### src/rtl/addr_hash_pipe.sv
// Two-stage multiplicative address hash with LFSR-refreshed coefficients.
// A refresh drains the pipe first, so every result uses the pair active at its accept edge.
module addr_hash_pipe #(
    parameter int          ADDR_WIDTH  = 64,
    parameter int          BUCKET_BITS = 10,
    parameter logic [31:0] SEED_A      = 32'h9E3779B1,
    parameter logic [31:0] SEED_B      = 32'h85EBCA77
) (
    input  logic                   clk,
    input  logic                   rst,
    input  logic                   in_valid,
    output logic                   in_ready,
    input  logic [ADDR_WIDTH-1:0]  in_addr,
    input  logic                   refresh_req,
    output logic                   refresh_busy,
    output logic                   out_valid,
    input  logic                   out_ready,
    output logic [BUCKET_BITS-1:0] out_bucket,
    output logic [ADDR_WIDTH-1:0]  out_addr,
    output logic [31:0]            coe_a,
    output logic [31:0]            coe_b,
    output logic [7:0]             epoch
);

    localparam int EXT_W = (ADDR_WIDTH > 64) ? ADDR_WIDTH : 64;

    typedef enum logic [1:0] {
        RUN    = 2'd0,
        DRAIN  = 2'd1,
        RELOAD = 2'd2
    } state_t;

    function automatic logic [31:0] lfsr_step(input logic [31:0] x);
        lfsr_step = (x >> 1) ^ (x[0] ? 32'h80200003 : 32'h00000000);
    endfunction

    state_t                 state;
    logic                   s1_valid;
    logic [ADDR_WIDTH-1:0]  s1_addr;
    logic [31:0]            s1_prod_a;
    logic [31:0]            s1_prod_b;

    logic [EXT_W-1:0]       addr_ext;
    logic [31:0]            upper;
    logic [31:0]            lower;
    logic [31:0]            prod_a;
    logic [31:0]            prod_b;
    logic [31:0]            sum;
    logic                   s2_adv;
    logic                   s1_adv;
    logic                   in_fire;

    assign addr_ext = EXT_W'(in_addr);
    assign upper    = addr_ext[63:32];
    assign lower    = addr_ext[31:0];
    assign prod_a   = coe_a * upper;
    assign prod_b   = coe_b * lower;
    assign sum      = s1_prod_a + s1_prod_b;

    // S2 frees up when empty or consumed; S1 frees up when empty or moving into S2.
    assign s2_adv       = !out_valid || out_ready;
    assign s1_adv       = !s1_valid || s2_adv;
    assign in_ready     = !rst && (state == RUN) && s1_adv;
    assign in_fire      = in_valid && in_ready;
    assign refresh_busy = (state != RUN);

    // Stage 1: capture address and both truncated products.
    always_ff @(posedge clk or posedge rst) begin
        if (rst) begin
            s1_valid  <= 1'b0;
            s1_addr   <= '0;
            s1_prod_a <= 32'h0;
            s1_prod_b <= 32'h0;
        end else if (s1_adv) begin
            s1_valid <= in_fire;
            if (in_fire) begin
                s1_addr   <= in_addr;
                s1_prod_a <= prod_a;
                s1_prod_b <= prod_b;
            end
        end
    end

    // Stage 2: bucket = top BUCKET_BITS of the 32-bit sum; holds while stalled.
    always_ff @(posedge clk or posedge rst) begin
        if (rst) begin
            out_valid  <= 1'b0;
            out_addr   <= '0;
            out_bucket <= '0;
        end else if (s2_adv) begin
            out_valid <= s1_valid;
            if (s1_valid) begin
                out_addr   <= s1_addr;
                out_bucket <= sum[31 -: BUCKET_BITS];
            end
        end
    end

    // Refresh controller: drain in-flight work, then step coefficients for one cycle.
    always_ff @(posedge clk or posedge rst) begin
        if (rst) begin
            state <= RUN;
            coe_a <= SEED_A;
            coe_b <= SEED_B;
            epoch <= 8'd0;
        end else begin
            case (state)
                RUN: begin
                    if (refresh_req) begin
                        state <= DRAIN;
                    end
                end
                DRAIN: begin
                    if (!s1_valid && !out_valid) begin
                        state <= RELOAD;
                    end
                end
                RELOAD: begin
                    coe_a <= lfsr_step(coe_a);
                    coe_b <= lfsr_step(coe_b) | 32'h00000001;
                    epoch <= epoch + 8'd1;
                    state <= RUN;
                end
                default: begin
                    state <= RUN;
                end
            endcase
        end
    end

endmodule

### config.mk
export PLATFORM = sky130hd
export DESIGN_NAME = addr_hash_pipe
export DESIGN_NICKNAME = d
export VERILOG_FILES = /design/src/rtl/addr_hash_pipe.sv
export SDC_FILE = /design/constraint.sdc
export NUM_CORES = 2
export LEC_CHECK = 0
export CAP_MARGIN = 20
export CORE_MARGIN = 5
export CORE_UTILIZATION = 62
export DETAILED_ROUTE_END_ITERATION = 10
export PLACE_DENSITY = 0.82
export SYNTH_ARGS = -nofsm -noshare
export SYNTH_HDL_FRONTEND = slang
export SYNTH_SLANG_ARGS = --single-unit
### constraint.sdc
create_clock -name clk -period 9.2 [get_ports clk]
set_input_delay 0.92 -clock clk [delete_from_list [all_inputs] [get_ports clk]]
set_output_delay 0.92 -clock clk [all_outputs]
set_load 0.01 [all_outputs]
# After elaboration in Yosys (flattened, before gate mapping)
# Cells that the tools add are included.
[word_totals]
latch_bits = 0
input_bits = 69
out_inout_bits = 149
romBits = 0
reg_bits = 277
ram_bits = 0
memories = 0
wordCells = 39
[classes]
n_div = 0
muxes = 4
n_eq_ne = 4
n_reduce_logical = 14
bitwise = 2
n_lt_le_gt_ge = 0
mul = 2
shift = 0
addsub = 2
[ops]
columns = ["cell", "n"]
rows = [
  ["$mul A32 B32 Y32", 2],
  ["$add A32 B32 Y32", 1],
  ["$mux W32", 1],
  ["$xor A31 B32 Y32", 1],
  ["$add A8 B1 Y8 const B", 1],
  ["$reduce_and A2 Y1", 3],
  ["$logic_and A1 B1 Y1", 4],
  ["$mux W2", 2],
  ["$ne A2 B2 Y1 const B", 2],
  ["$not A3 Y4", 1],
  ["$pmux W2 S2", 1],
  ["$logic_not A1 Y1", 3],
  ["$eq A2 B1 Y1 const B", 1],
  ["$eq A2 B2 Y1 const B", 1],
  ["$logic_not A2 Y1", 1],
  ["$logic_or A1 B1 Y1", 2],
  ["$reduce_bool A2 Y1", 1],
]

# Depth between registers and ports, before layout
[depth]
word_depth = 6
mapped_depth = 28
ltp_nobuf = 25

# Worst setup path before layout
# No wires, ideal clock.
[synth_timing]
path_type = "input-to-reg"
startpoint = "in in_addr[37]"
endpoint = "reg s1_prod_a[31]"
n_path_buf = 2
arrival_ps = 7326
path_slack_ps = 1741
required_ps = 9067
stages = 23
setup_ps = 133
path_cell_list = "clkbuf_1 clkbuf_1 and2_1 fa_1 fa_1 fa_1 inv_1 fa_1 inv_1 fa_1 fa_1 fa_1 fa_1 ha_1 and3_1 a221oi_1 nor2b_1 a31o_2 a2111oi_0 o31ai_1 a21o_1 xnor2_1 o21ai_0"
[synth_between]
elab_chain_len = 1
[synth_rtl]
columns = ["element", "line", "text"]
rows = [
  ["start, declared", "13", "input logic [ADDR_WIDTH-1:0] in_addr,"],
  ["$mul A32 B32 Y32", "56", "assign prod_a = coe_a * upper;"],
  ["end signal, assigned", "78", "s1_prod_a <= prod_a;"],
  ["end, declared", "40", "logic [31:0] s1_prod_a;"],
]
# No other way between the ends.
# A chain may end at the register's enable or synchronous reset.

# Final worst setup path
[layout_timing]
startpoint = "in in_addr[38]"
endpoint = "reg s1_prod_a[31]"
# The elaborated chain is that of the path after synthesis.

==> flow_summary.toml <==
[sta]
finalClockSkew_ps = 43.0
period_share = 0.867
relSlewSlack = 0.292
tns_ps = 0
max_freq_ghz = 0.125
rsz0062_at_grt = "no"
period_needed_ps = 7980
finalHoldViolations = 0
worst_pin_slew_ps = 1060
setup_viol = 0
slew_viol_final = 0

[grt]
track_usage = 0.315
antenna_found_initial = 2
grt_max_degree = 173
grt_overflow = 0
grt_pass1_vias = 32770
grt_pass1_wl_microns = 183000

[layout]
mostFrequentLayoutCell = "fa_1"
syn_to_final_growth_pct = 9.88
post-route-util = 0.688
multi_input_area_sq_mm = 0.0315
nets = 5492
layout_common_cells = "fa_1 (816), inv_1 (788), and2_1 (595)"
layout-drive-gt1-share = 0.0859
final.fill_count = 4877
seq_area_sq_mm = 0.00693

[placed_design]
dp_hpwl_microns = 87600
routabilityCongestion = 0.938
port_buffers = 215

[status]
outcome = "complete, no violations"

[clock_tree]
insertion_delay_ps = 560
cts_tree = "yes"
clkTransAtPathRegs_ps = 60
numClockSinks = 275
cts_buffers = 34
clockBufferDepth = 3
cts_resized = 0
cts_root_buffer = "clkbuf_16"
cts_setup_buffers = 0
cts_hold_buf = 0
ctsHtreeMaxLevel = 2

[critical_path]
crit_type = "in -> reg"
path_max_fanout = 22
crit_end = "s1_prod_a[31]$_DFFE_PP0P_"
timing.rr.end = "s1_prod_a[31]$_DFFE_PP0P_"
worstPathArrival_ps = 8420
r2r_start = "coe_a[6]$_DFFE_PP0N_"
rr_worst_depth = 22
end_kind = "register"
startpoint_type = "input pin"
rrSetupSlack_ps = 1600
critPathLaunch = "in_addr[38]"
critPathRequiredTime_ps = 9650

[route]
vias = 29951
met3_length_microns = 11500
detail-route-antenna-nets = 0
drt_iter0_drc = 2255
drcViolationCount = 0
wirelength_microns = 113000
wl_met1_microns = 44100
wl_per_cell_microns = 21.6
first_pass_iters = 6
routed.top_layer = "met4"
vias_per_cell = 5.73
wl_met2_microns = 52600

[synth]
synthXorXnorAreaFrac = 0.0392
synth_top_family_by_area = "adder cells"
synth_adder_area_share = 0.469
synth_edf_count = 0
synth_compound_area_frac = 0.0380
ys_async_sr_fraction = 1.00
synth-seq-cells = 275
synth_area_sq_mm = 0.0422
ys_seq_area_frac = 0.164
synthMuxAreaShare = 0.0507
yosys.area_share.simple = 0.148
synth_ff_type = "dfrtp_1"
syn-instance-count = 4235
ys_types = 65
syn_area_per_cell_sq_um = 9.97
ys_warn_count = 0

[floorplanning]
chipWidth_microns = 271
pin_count = 218
start_util = 0.626
core_sq_mm = 0.0674
die_area_sq_mm = 0.0734
die_y_microns = 271
num_rows = 95

[min_path]
hp-class = "reg -> reg"

[run]
max_cap_violations = 0
[worst max-delay path: stages]
cell and delay [ps]:
clkdlybuf4s50_1 970, and2_1 260, fa_1 440, fa_1 510, fa_1 530, inv_1 60
fa_1 480, inv_1 60, fa_1 490, fa_1 580, fa_1 440, fa_1 470
ha_1 380, and3_1 250, a221oi_1 310, nor2b_1 80, a31o_2 230, a2111oi_0 380
o31ai_1 110, a21o_1 210, xnor2_1 120, o21ai_0 150
[routing by layer]
metal | global-route usage | up-vias
met2 | 0.501 | 1403
met5 | 0 | -
met3 | 0.0867 | 306
met4 | 0.111 | 0
met1 | 0.421 | 15382
li1 | - | 12860
[layout make-up]
| class | instances | share of cell area |
|---|---|---|
| Inverter | 789 | 0.0640 |
| Clock inverter | 18 | 0.00615 |
| Clock buffer | 43 | 0.0202 |
| Tap cell | 873 | 0.0236 |
| Timing Repair Buffer | 283 | 0.0577 |
| Multi-Input combinational cell | 2947 | 0.679 |
| Sequential cell | 275 | 0.149 |
| Antenna cell | 1 | 0.0000540 |
[synthesized netlist by cell type, types with 6 or more instances]
cell type | instances | area, sq um
xnor2_1 | 141 | 1230
nand3_1 | 12 | 60.1
and3_1 | 7 | 43.8
ha_1 | 277 | 3470
nor3_1 | 9 | 45.0
nor2_1 | 33 | 124
a31oi_1 | 8 | 50.1
dfstp_2 | 36 | 946
nand2_1 | 526 | 1970
a21oi_1 | 54 | 270
o21a_1 | 11 | 82.6
nand4_1 | 10 | 62.6
dfrtp_1 | 239 | 5980
fa_1 | 816 | 16300
or2_2 | 6 | 37.5
clkbuf_1 | 211 | 792
nor2b_1 | 8 | 50.1
and2_1 | 595 | 3720
inv_1 | 789 | 2960
a21o_1 | 30 | 225
o21bai_1 | 10 | 75.1
buf_1 | 11 | 41.3
mux2_2 | 190 | 2140
xor2_1 | 48 | 420
o21ai_0 | 78 | 390
[how the worst min path moves through the flow]
stage	cells after the start	to	slack, ps	from
floorplan	1	state[0]$_DFFE_PP0P_	430	state[1]$_DFFE_PP0P_
global placement	1	epoch[7]$_DFFE_PP0N_	460	epoch[7]$_DFFE_PP0N_
detailed placement	1	epoch[7]$_DFFE_PP0N_	470	epoch[7]$_DFFE_PP0N_
CTS	1	state[0]$_DFFE_PP0P_	480	state[1]$_DFFE_PP0P_
global route	1	epoch[7]$_DFFE_PP0N_	500	epoch[7]$_DFFE_PP0N_
finish	2	out_bucket[4]$_DFFE_PP0P_	470	out_bucket[4]$_DFFE_PP0P_
[flip-flops by register name, summed over array words and instances, names as in the netlist]
register	cells
s1_valid	1
s1_prod_a	32
out_valid	1
coe_a	32
state	2
epoch	8
out_bucket	10
s1_addr	64
coe_b	30
s1_prod_b	31
out_addr	64
[logic make-up (layout without fill, tap and decap cells)]
kind of cell | count (synthesis) | in the layout
AND/OR/NAND/NOR | 1224 | 1224
flip-flops | 275 | 275
buffers and inverters | 1014 | 1133
adder cells (fa/ha/maj) | 1093 | 1093
multiplexers | 190 | 190
other | 1 | 3
AO/OA/AOI/OAI | 249 | 249
XOR/XNOR | 189 | 189
[through the flow]
step | instances | instance area, sq um | setup slack (ps) | hold slack (ps)
final | 5229 | 46400 | 1220 | 474
after global routing | 5229 | 46400 | 834 | 500
after CTS | 5228 | 46400 | 1260 | 475
after detailed placement | 5167 | 45200 | 714 | 466
after global placement | 5167 | 45200 | 786 | 460
after floorplan | 4236 | 42200 | 759 | 433
Power is not shown: default switching activity piles up to over one toggle a cycle in this logic, so the estimate is an artifact.
